==> src/rtl/vga_capture_pkg.sv <==
// Shared video timing package: 640x480@60 default timing (800x525 totals),
// capture FSM state encoding and a sync polarity helper.
// Used by the capture block and by video generators driving it.
package vga_capture_pkg;

  // Horizontal timing, in pixel clocks.
  localparam int H_SYNC       = 96;
  localparam int H_BACK       = 48;
  localparam int H_ACTIVE_DEF = 640;
  localparam int H_FRONT      = 16;
  localparam int H_TOTAL      = H_SYNC + H_BACK + H_ACTIVE_DEF + H_FRONT;  // 800
  localparam int H_START_DEF  = H_SYNC + H_BACK;                           // 144

  // Vertical timing, in lines.
  localparam int V_SYNC       = 2;
  localparam int V_BACK       = 33;
  localparam int V_ACTIVE_DEF = 480;
  localparam int V_FRONT      = 10;
  localparam int V_TOTAL      = V_SYNC + V_BACK + V_ACTIVE_DEF + V_FRONT;  // 525
  localparam int V_START_DEF  = V_SYNC + V_BACK;                           // 35

  typedef enum logic [1:0] {
    ST_SEARCH = 2'd0,
    ST_TRACK  = 2'd1,
    ST_LOCKED = 2'd2
  } cap_state_t;

  // Normalise a raw sync pin so that 1 always means "sync asserted".
  function automatic logic sync_asserted(input logic level, input logic active_low);
    return level ^ active_low;
  endfunction

endpackage

==> src/rtl/vga_capture_sync.sv <==
// Sync edge detector plus saturating position counter (one per axis).
// Ports: sync_s1 (normalised sync, s1 stage), step (count enable), gate (when a
// pending edge may reset the count), cnt_clr, cnt (count of the current s1
// sample), cnt_len (previous count + 1), sat_hit (one-cycle saturation event).
module sync_counter #(
  parameter int W = 11
) (
  input  logic         clk,
  input  logic         reset_n,
  input  logic         sync_s1,
  input  logic         step,
  input  logic         gate,
  output logic         cnt_clr,
  output logic [W-1:0] cnt,
  output logic [W-1:0] cnt_len,
  output logic         sat_hit
);

  localparam logic [W-1:0] CNT_MAX = '1;

  logic         sync_s2_q, sync_s2_d;
  logic         pend_q, pend_d;
  logic [W-1:0] cnt_q, cnt_d;
  logic         sync_edge;

  always_comb begin
    sync_s2_d = sync_s1;
    sync_edge = sync_s1 & ~sync_s2_q;
    // An edge seen while the gate is closed waits for the next gate pulse
    // (vertical: vsync edge waits for the next hsync edge).
    cnt_clr   = gate & (sync_edge | pend_q);
    pend_d    = (pend_q | sync_edge) & ~cnt_clr;
    sat_hit   = 1'b0;
    cnt_d     = cnt_q;
    if (cnt_clr) begin
      cnt_d = '0;
    end else if (step && (cnt_q != CNT_MAX)) begin
      cnt_d   = cnt_q + 1'b1;
      sat_hit = (cnt_q == CNT_MAX - 1'b1);
    end
    cnt     = cnt_d;
    cnt_len = cnt_q + 1'b1;
  end

  always_ff @(posedge clk or negedge reset_n) begin
    if (!reset_n) begin
      sync_s2_q <= 1'b0;
      pend_q    <= 1'b0;
      cnt_q     <= '0;
    end else begin
      sync_s2_q <= sync_s2_d;
      pend_q    <= pend_d;
      cnt_q     <= cnt_d;
    end
  end

endmodule

==> src/rtl/vga_capture.sv <==
// VGA capture: measures incoming sync timing, locks after stable frames and
// emits active pixels with x/y coordinates two cycles after the input sample.
// Ports: clk, reset_n, rgb222/hsync/vsync in; pixel_valid/pixel/x/y,
// new_frame, line_len, frame_lines, locked, sync_err out.
module vga_capture
  import vga_capture_pkg::*;
#(
  parameter int H_START         = H_START_DEF,
  parameter int H_ACTIVE        = H_ACTIVE_DEF,
  parameter int V_START         = V_START_DEF,
  parameter int V_ACTIVE        = V_ACTIVE_DEF,
  parameter int LOCK_FRAMES     = 2,
  parameter int SYNC_ACTIVE_LOW = 1
) (
  input  logic        clk,
  input  logic        reset_n,
  input  logic [5:0]  rgb222,
  input  logic        hsync,
  input  logic        vsync,
  output logic        pixel_valid,
  output logic [5:0]  pixel,
  output logic [9:0]  x,
  output logic [9:0]  y,
  output logic        new_frame,
  output logic [10:0] line_len,
  output logic [9:0]  frame_lines,
  output logic        locked,
  output logic        sync_err
);

  localparam logic        SYNC_LOW  = (SYNC_ACTIVE_LOW != 0);
  localparam logic [10:0] H_START_W = 11'(H_START);
  localparam logic [9:0]  V_START_W = 10'(V_START);

  // Input stage s1.
  logic [5:0] rgb_s1_q, rgb_s1_d;
  logic       hs_s1_q, hs_s1_d, vs_s1_q, vs_s1_d;

  // Counters.
  logic        h_edge, h_sat, v_clr, v_sat;
  logic [10:0] hcount, h_len;
  logic [9:0]  vcount, v_len;

  // FSM and measurement state.
  cap_state_t  state_q, state_d;
  logic [7:0]  match_q, match_d;
  logic        ref_vld_q, ref_vld_d;
  logic [9:0]  ref_lines_q, ref_lines_d;
  logic        len_vld_q, len_vld_d;
  logic        len_mis_q, len_mis_d;
  logic        line_chk, frame_bad;

  // Outputs.
  logic [10:0] line_len_q, line_len_d;
  logic [9:0]  frame_lines_q, frame_lines_d;
  logic        new_frame_q, new_frame_d;
  logic        sync_err_q, sync_err_d;
  logic        pix_vld_q, pix_vld_d;
  logic [5:0]  pix_q, pix_d;
  logic [9:0]  x_q, x_d, y_q, y_d;
  logic        in_h, in_v;

  always_comb begin
    rgb_s1_d = rgb222;
    hs_s1_d  = sync_asserted(hsync, SYNC_LOW);
    vs_s1_d  = sync_asserted(vsync, SYNC_LOW);
  end

  sync_counter #(.W(11)) u_hcnt (
    .clk     (clk),
    .reset_n (reset_n),
    .sync_s1 (hs_s1_q),
    .step    (1'b1),
    .gate    (1'b1),
    .cnt_clr (h_edge),
    .cnt     (hcount),
    .cnt_len (h_len),
    .sat_hit (h_sat)
  );

  // Vertical counter only moves on hsync edges, so a vsync edge takes effect
  // on the same or the next hsync edge.
  sync_counter #(.W(10)) u_vcnt (
    .clk     (clk),
    .reset_n (reset_n),
    .sync_s1 (vs_s1_q),
    .step    (h_edge),
    .gate    (h_edge),
    .cnt_clr (v_clr),
    .cnt     (vcount),
    .cnt_len (v_len),
    .sat_hit (v_sat)
  );

  // Line lengths are compared line to line; the first line after acquisition
  // starts is skipped because its start point is unknown.
  always_comb begin
    line_chk  = h_edge & len_vld_q & (h_len != line_len_q);
    frame_bad = len_mis_q | line_chk | (ref_vld_q & (v_len != ref_lines_q));
  end

  always_comb begin
    state_d     = state_q;
    match_d     = match_q;
    ref_vld_d   = ref_vld_q;
    ref_lines_d = ref_lines_q;
    len_vld_d   = len_vld_q;
    len_mis_d   = len_mis_q | line_chk;
    sync_err_d  = 1'b0;
    if (h_edge && (state_q != ST_SEARCH)) begin
      len_vld_d = 1'b1;
    end
    if (h_sat || v_sat) begin
      sync_err_d = 1'b1;
      state_d    = ST_SEARCH;
      match_d    = '0;
      ref_vld_d  = 1'b0;
      len_vld_d  = 1'b0;
      len_mis_d  = 1'b0;
    end else if (v_clr) begin
      len_mis_d   = 1'b0;
      ref_lines_d = v_len;
      ref_vld_d   = 1'b1;
      case (state_q)
        ST_SEARCH: begin
          // Frame since reset/search is partial: do not use it as reference.
          state_d   = ST_TRACK;
          match_d   = '0;
          ref_vld_d = 1'b0;
        end
        default: begin
          if (frame_bad) begin
            sync_err_d = 1'b1;
            match_d    = '0;
            state_d    = ST_TRACK;
          end else if (state_q == ST_TRACK) begin
            // The first complete frame seeds the reference and opens the run.
            match_d = match_q + 8'd1;
            if (int'(match_q) + 1 >= LOCK_FRAMES) begin
              state_d = ST_LOCKED;
            end
          end
        end
      endcase
    end
  end

  always_comb begin
    line_len_d    = h_edge ? h_len : line_len_q;
    frame_lines_d = v_clr ? v_len : frame_lines_q;
    new_frame_d   = v_clr;
    in_h = (int'(hcount) >= H_START) && (int'(hcount) < H_START + H_ACTIVE);
    in_v = (int'(vcount) >= V_START) && (int'(vcount) < V_START + V_ACTIVE);
    pix_vld_d = (state_q == ST_LOCKED) && in_h && in_v;
    pix_d     = pix_vld_d ? rgb_s1_q : 6'd0;
    x_d       = pix_vld_d ? 10'(hcount - H_START_W) : 10'd0;
    y_d       = pix_vld_d ? (vcount - V_START_W) : 10'd0;
  end

  always_ff @(posedge clk or negedge reset_n) begin
    if (!reset_n) begin
      rgb_s1_q      <= '0;
      hs_s1_q       <= 1'b0;
      vs_s1_q       <= 1'b0;
      state_q       <= ST_SEARCH;
      match_q       <= '0;
      ref_vld_q     <= 1'b0;
      ref_lines_q   <= '0;
      len_vld_q     <= 1'b0;
      len_mis_q     <= 1'b0;
      line_len_q    <= '0;
      frame_lines_q <= '0;
      new_frame_q   <= 1'b0;
      sync_err_q    <= 1'b0;
      pix_vld_q     <= 1'b0;
      pix_q         <= '0;
      x_q           <= '0;
      y_q           <= '0;
    end else begin
      rgb_s1_q      <= rgb_s1_d;
      hs_s1_q       <= hs_s1_d;
      vs_s1_q       <= vs_s1_d;
      state_q       <= state_d;
      match_q       <= match_d;
      ref_vld_q     <= ref_vld_d;
      ref_lines_q   <= ref_lines_d;
      len_vld_q     <= len_vld_d;
      len_mis_q     <= len_mis_d;
      line_len_q    <= line_len_d;
      frame_lines_q <= frame_lines_d;
      new_frame_q   <= new_frame_d;
      sync_err_q    <= sync_err_d;
      pix_vld_q     <= pix_vld_d;
      pix_q         <= pix_d;
      x_q           <= x_d;
      y_q           <= y_d;
    end
  end

  assign pixel_valid = pix_vld_q;
  assign pixel       = pix_q;
  assign x           = x_q;
  assign y           = y_q;
  assign new_frame   = new_frame_q;
  assign line_len    = line_len_q;
  assign frame_lines = frame_lines_q;
  assign locked      = (state_q == ST_LOCKED);
  assign sync_err    = sync_err_q;

endmodule

==> config.mk <==
export PLATFORM = sky130hd
export DESIGN_NAME = vga_capture
export DESIGN_NICKNAME = d
export VERILOG_FILES = /design/src/rtl/vga_capture_pkg.sv /design/src/rtl/vga_capture_sync.sv /design/src/rtl/vga_capture.sv
export SDC_FILE = /design/constraint.sdc
export NUM_CORES = 1
export LEC_CHECK = 0
export CAP_MARGIN = 20
export CORE_MARGIN = 5
export CORE_UTILIZATION = 51
export CTS_CLUSTER_DIAMETER = 120
export DETAILED_ROUTE_END_ITERATION = 8
export HOLD_SLACK_MARGIN = 0.1
export PLACE_DENSITY = 0.76
export REMOVE_ABC_BUFFERS = 1
export SYNTH_ARGS = -nofsm -noshare
export SYNTH_HDL_FRONTEND = slang
export SYNTH_SLANG_ARGS = --single-unit
==> constraint.sdc <==
create_clock -name clk -period 3.05 [get_ports clk]
set_input_delay 0.61 -clock clk [delete_from_list [all_inputs] [get_ports clk]]
set_output_delay 0.61 -clock clk [all_outputs]
set_load 0.05 [all_outputs]
==> out/metrics.cfg <==
[outcome]
status=finished, final reports clean

[job]
max_cap_violations=0

[power_and_ir_drop]
power.density_nw_per_um2=585
ir_worst_vdd_uv=516
power.internal_w=0.00251
power_switching_w=0.00143
power_frac_seq_pct=44.1
pwr-share-clk_pct=22.6
combPwrFrac_pct=33.2
leakage_nw=2.90
swShare_pct=36.3

[timing]
slew_viol_final=0
layout_min_cycle_time_ns=2.93
slew_headroom_pct=65.3
holdWs_ns=0.175
fin_skew_ns=0.0111
tightest_slew_ns=0.513
fin_setup_tns_ns=0
fmax_mhz=341
setup_ws_ns=0.118
fin_crit_sh_pct=96.1
setup_violations=0
final-hold-violation-count=0

[routing]
dr_total_vias=4394
routed_wirelength_um=12400
postRouteAntennaNets=0
post_drt_wl_per_cell_um=15.9
firstDrtPassIters=4
vias_per_cell=5.61
drc=0
drt_iter0_markers=263

[clocking]
cts_sinks=105
clock_path_buffers=2
clock_latency_ns=0.37
path_clk_slew_ns=0.10
htreeDepth=3
cts_root_buf=clkbuf_8
holdBufCountCts=0
cts_tree=done
cts_buffers=9

[setup_path]
cp-end-kind=register
ff2ff_setup_slack_ns=0.12
crit_type=register to register
critPathArrivalTime_ns=3.23
crit_fanout=19
crit_start=u_hcnt.cnt_q[0]$_DFF_PN0_
reg2regPathDepth=10
start_kind=register
r2r-end=x[3]$_DFF_PN0_
r2r-start=u_hcnt.cnt_q[0]$_DFF_PN0_
cp.required_ns=3.35

[place]
port_buffers=60
postPlaceCellArea_sq_um=6460
post-place-ws_ns=0.00101
routabilityCongestion=0.870
hpwlAfterDp_um=8890

[logic_synthesis]
synth_fa_ha_area_share_pct=2.02
syn_inst=562
seq_area_frac_synth_pct=47.1
synth_edf_count=0
muxShareOfSynthArea_pct=0.740
ys.warnings.count=0
synth-simple-area-share_pct=20.0
synth-async-reset-ratio_pct=100
synth_top_family_by_area=simple AND/OR/NAND/NOR gates
synth_compound_area_share_pct=17.1
yosysUniqueCellTypes=81
ys.flop_type=dfrtp_1
synth_xor_area_share_pct=7.62
ys_ff_latch=105
syn_avg_cell_area_sq_um=9.93
synthesis.area_sq_um=5580

[floorplanning]
initial_core_util_pct=51.7
coreArea_sq_um=10800
ioPinCount=61
rows=38
die_x_um=115
fp.dieArea_sq_um=13100
die_h_um=115

[grt]
grt_pass1_wl_um=21000
grt_usage_pct=19.8
grt_pass1_vias=4465
grt_max_degree=71
antenna_found_initial=0
grt_overflow=0

[cells_and_area]
drive_above_1_share_pct=17.9
fin_nets=658
design_area_sq_um=6740
syn_to_final_growth_pct=20.7
antennaDiodeCount=0

[min_path]
hp-class=primary input to asynchronous set/reset pin

## layout by cell type (no fill, tap or decap), types with 11 or more instances in the layout
cell type / count
a21oi_1: 25
buf_4: 41
clkdlybuf4s50_1: 59
dfrtp_1: 101
inv_1: 28
nand2_1: 43
nand3_1: 21
nor2_1: 53
nor2_2: 11
nor3_1: 11
o21ai_0: 32
xnor2_1: 26
xor2_1: 17
## power by group through the flow
| stage | combinational, W | clock (W) | sequential, W |
|---|---|---|---|
| 6_report | 0.00131 | 0.000892 | 0.00174 |
| 5_1_grt | 0.00142 | 0.000977 | 0.00177 |
| 4_1_cts | 0.00131 | 0.000921 | 0.00173 |
| 3_5_place_dp | 0.00130 | 0 | 0.00176 |
| 3_3_place_gp | 0.00129 | 0 | 0.00175 |
| 2_1_floorplan | 0.000623 | 0 | 0.00197 |
## repair_timing
action,CTS,global route
buffers inserted,0,5
pin swaps,0,4
gates resized for setup,1,11
setup endpoints to repair,3,31
## worst max-delay path: stages (launching register included)
cell,delay [ns]
dfrtp_2,0.45
ha_2,0.26
nand3_2,0.10
buf_4,0.17
or3_4,0.41
a31oi_4,0.26
nand4_1,0.21
a2111oi_4,0.46
o31ai_4,0.15
buf_12,0.19
a211oi_2,0.20
## cells by family after synthesis
kind of cell,Yosys count
DFF,105
buffers and inverters,65
xor gates and xnor gates,46
AOI/OAI and AO/OA,127
muxes,4
adders and majority gates,9
and+or+nand+nor,206
## registers in the layout, indices dropped and copies added, names as in the netlist, 2 cells and up
name / count
u_hcnt.cnt_q: 11
rgb_s1_q: 6
ref_lines_q: 10
state_q: 2
y: 10
pixel: 6
x: 10
u_vcnt.cnt_q: 10
frame_lines: 10
match_q: 8
line_len: 11
## how the worst max path moves through the flow
stage	endpoint	slack (ns)	cells after the start
2_1_floorplan	x[9]$_DFF_PN0_	-2.33	10
3_3_place_gp	x[3]$_DFF_PN0_	0.11	10
3_5_place_dp	x[3]$_DFF_PN0_	0.001	10
4_1_cts	match_q[2]$_DFFE_PN0P_	0.003	9
5_1_grt	match_q[0]$_DFFE_PN0P_	-0.01	12
6_report	x[3]$_DFF_PN0_	0.12	10
## routing by layer
metal / up-vias / share of wire, % / track usage, %
met2: 109 / 49 / 31.8
met1: 2146 / 44 / 26.1
li1: 2118 / - / -
met4: 0 / 1.9 / 8.55
met5: - / 0 / 0
met3: 21 / 4.6 / 3.96
## metrics by stage
step	utilization [%]	instances	total power (W)
3_5_place_dp	59.9	763	0.00306
2_1_floorplan	-	526	0.00259
5_1_grt	62.4	783	0.00416
4_1_cts	61.8	778	0.00397
3_3_place_gp	59.9	763	0.00303
6_report	62.4	783	0.00394
## final cells by class
| cell class | count | area (sq um) |
|---|---|---|
| Clock buffer | 10 | 138 |
| Timing Repair Buffer | 102 | 938 |
| Sequential cell | 105 | 2630 |
| Fill cell | 921 | 4050 |
| Inverter | 29 | 109 |
| Clock inverter | 5 | 63.8 |
| Multi-Input combinational cell | 392 | 2680 |
| Tap cell | 140 | 175 |
## Yosys cell counts (3+ instances only)
cell type	count	area share (%)
nor2_4	8	1.6
a21oi_2	4	0.63
a211oi_1	3	0.40
inv_1	28	1.9
ha_1	9	2.0
nand2_1	43	2.9
o21ai_0	33	3.0
o21a_1	7	0.94
nor4_1	5	0.56
buf_2	11	0.99
mux2i_1	3	0.54
and4_1	3	0.47
nor2b_1	3	0.34
nor2_1	53	3.6
clkbuf_1	16	1.1
nor2_2	11	1.2
o211a_1	3	0.54
a31oi_1	5	0.56
nand3b_1	3	0.40
buf_6	3	0.61
and2_1	4	0.45
nor3_1	11	0.99
a21oi_1	26	2.3
xnor2_1	27	4.2
nand3_1	21	1.9
o22ai_1	5	0.56
buf_4	3	0.40
and3_1	10	1.1
xor2_1	17	2.7
nand4_1	8	0.90
a211o_1	4	0.63
or3_1	4	0.45
dfrtp_1	105	47
No activity file was read; power rests on OpenSTA's default activity.
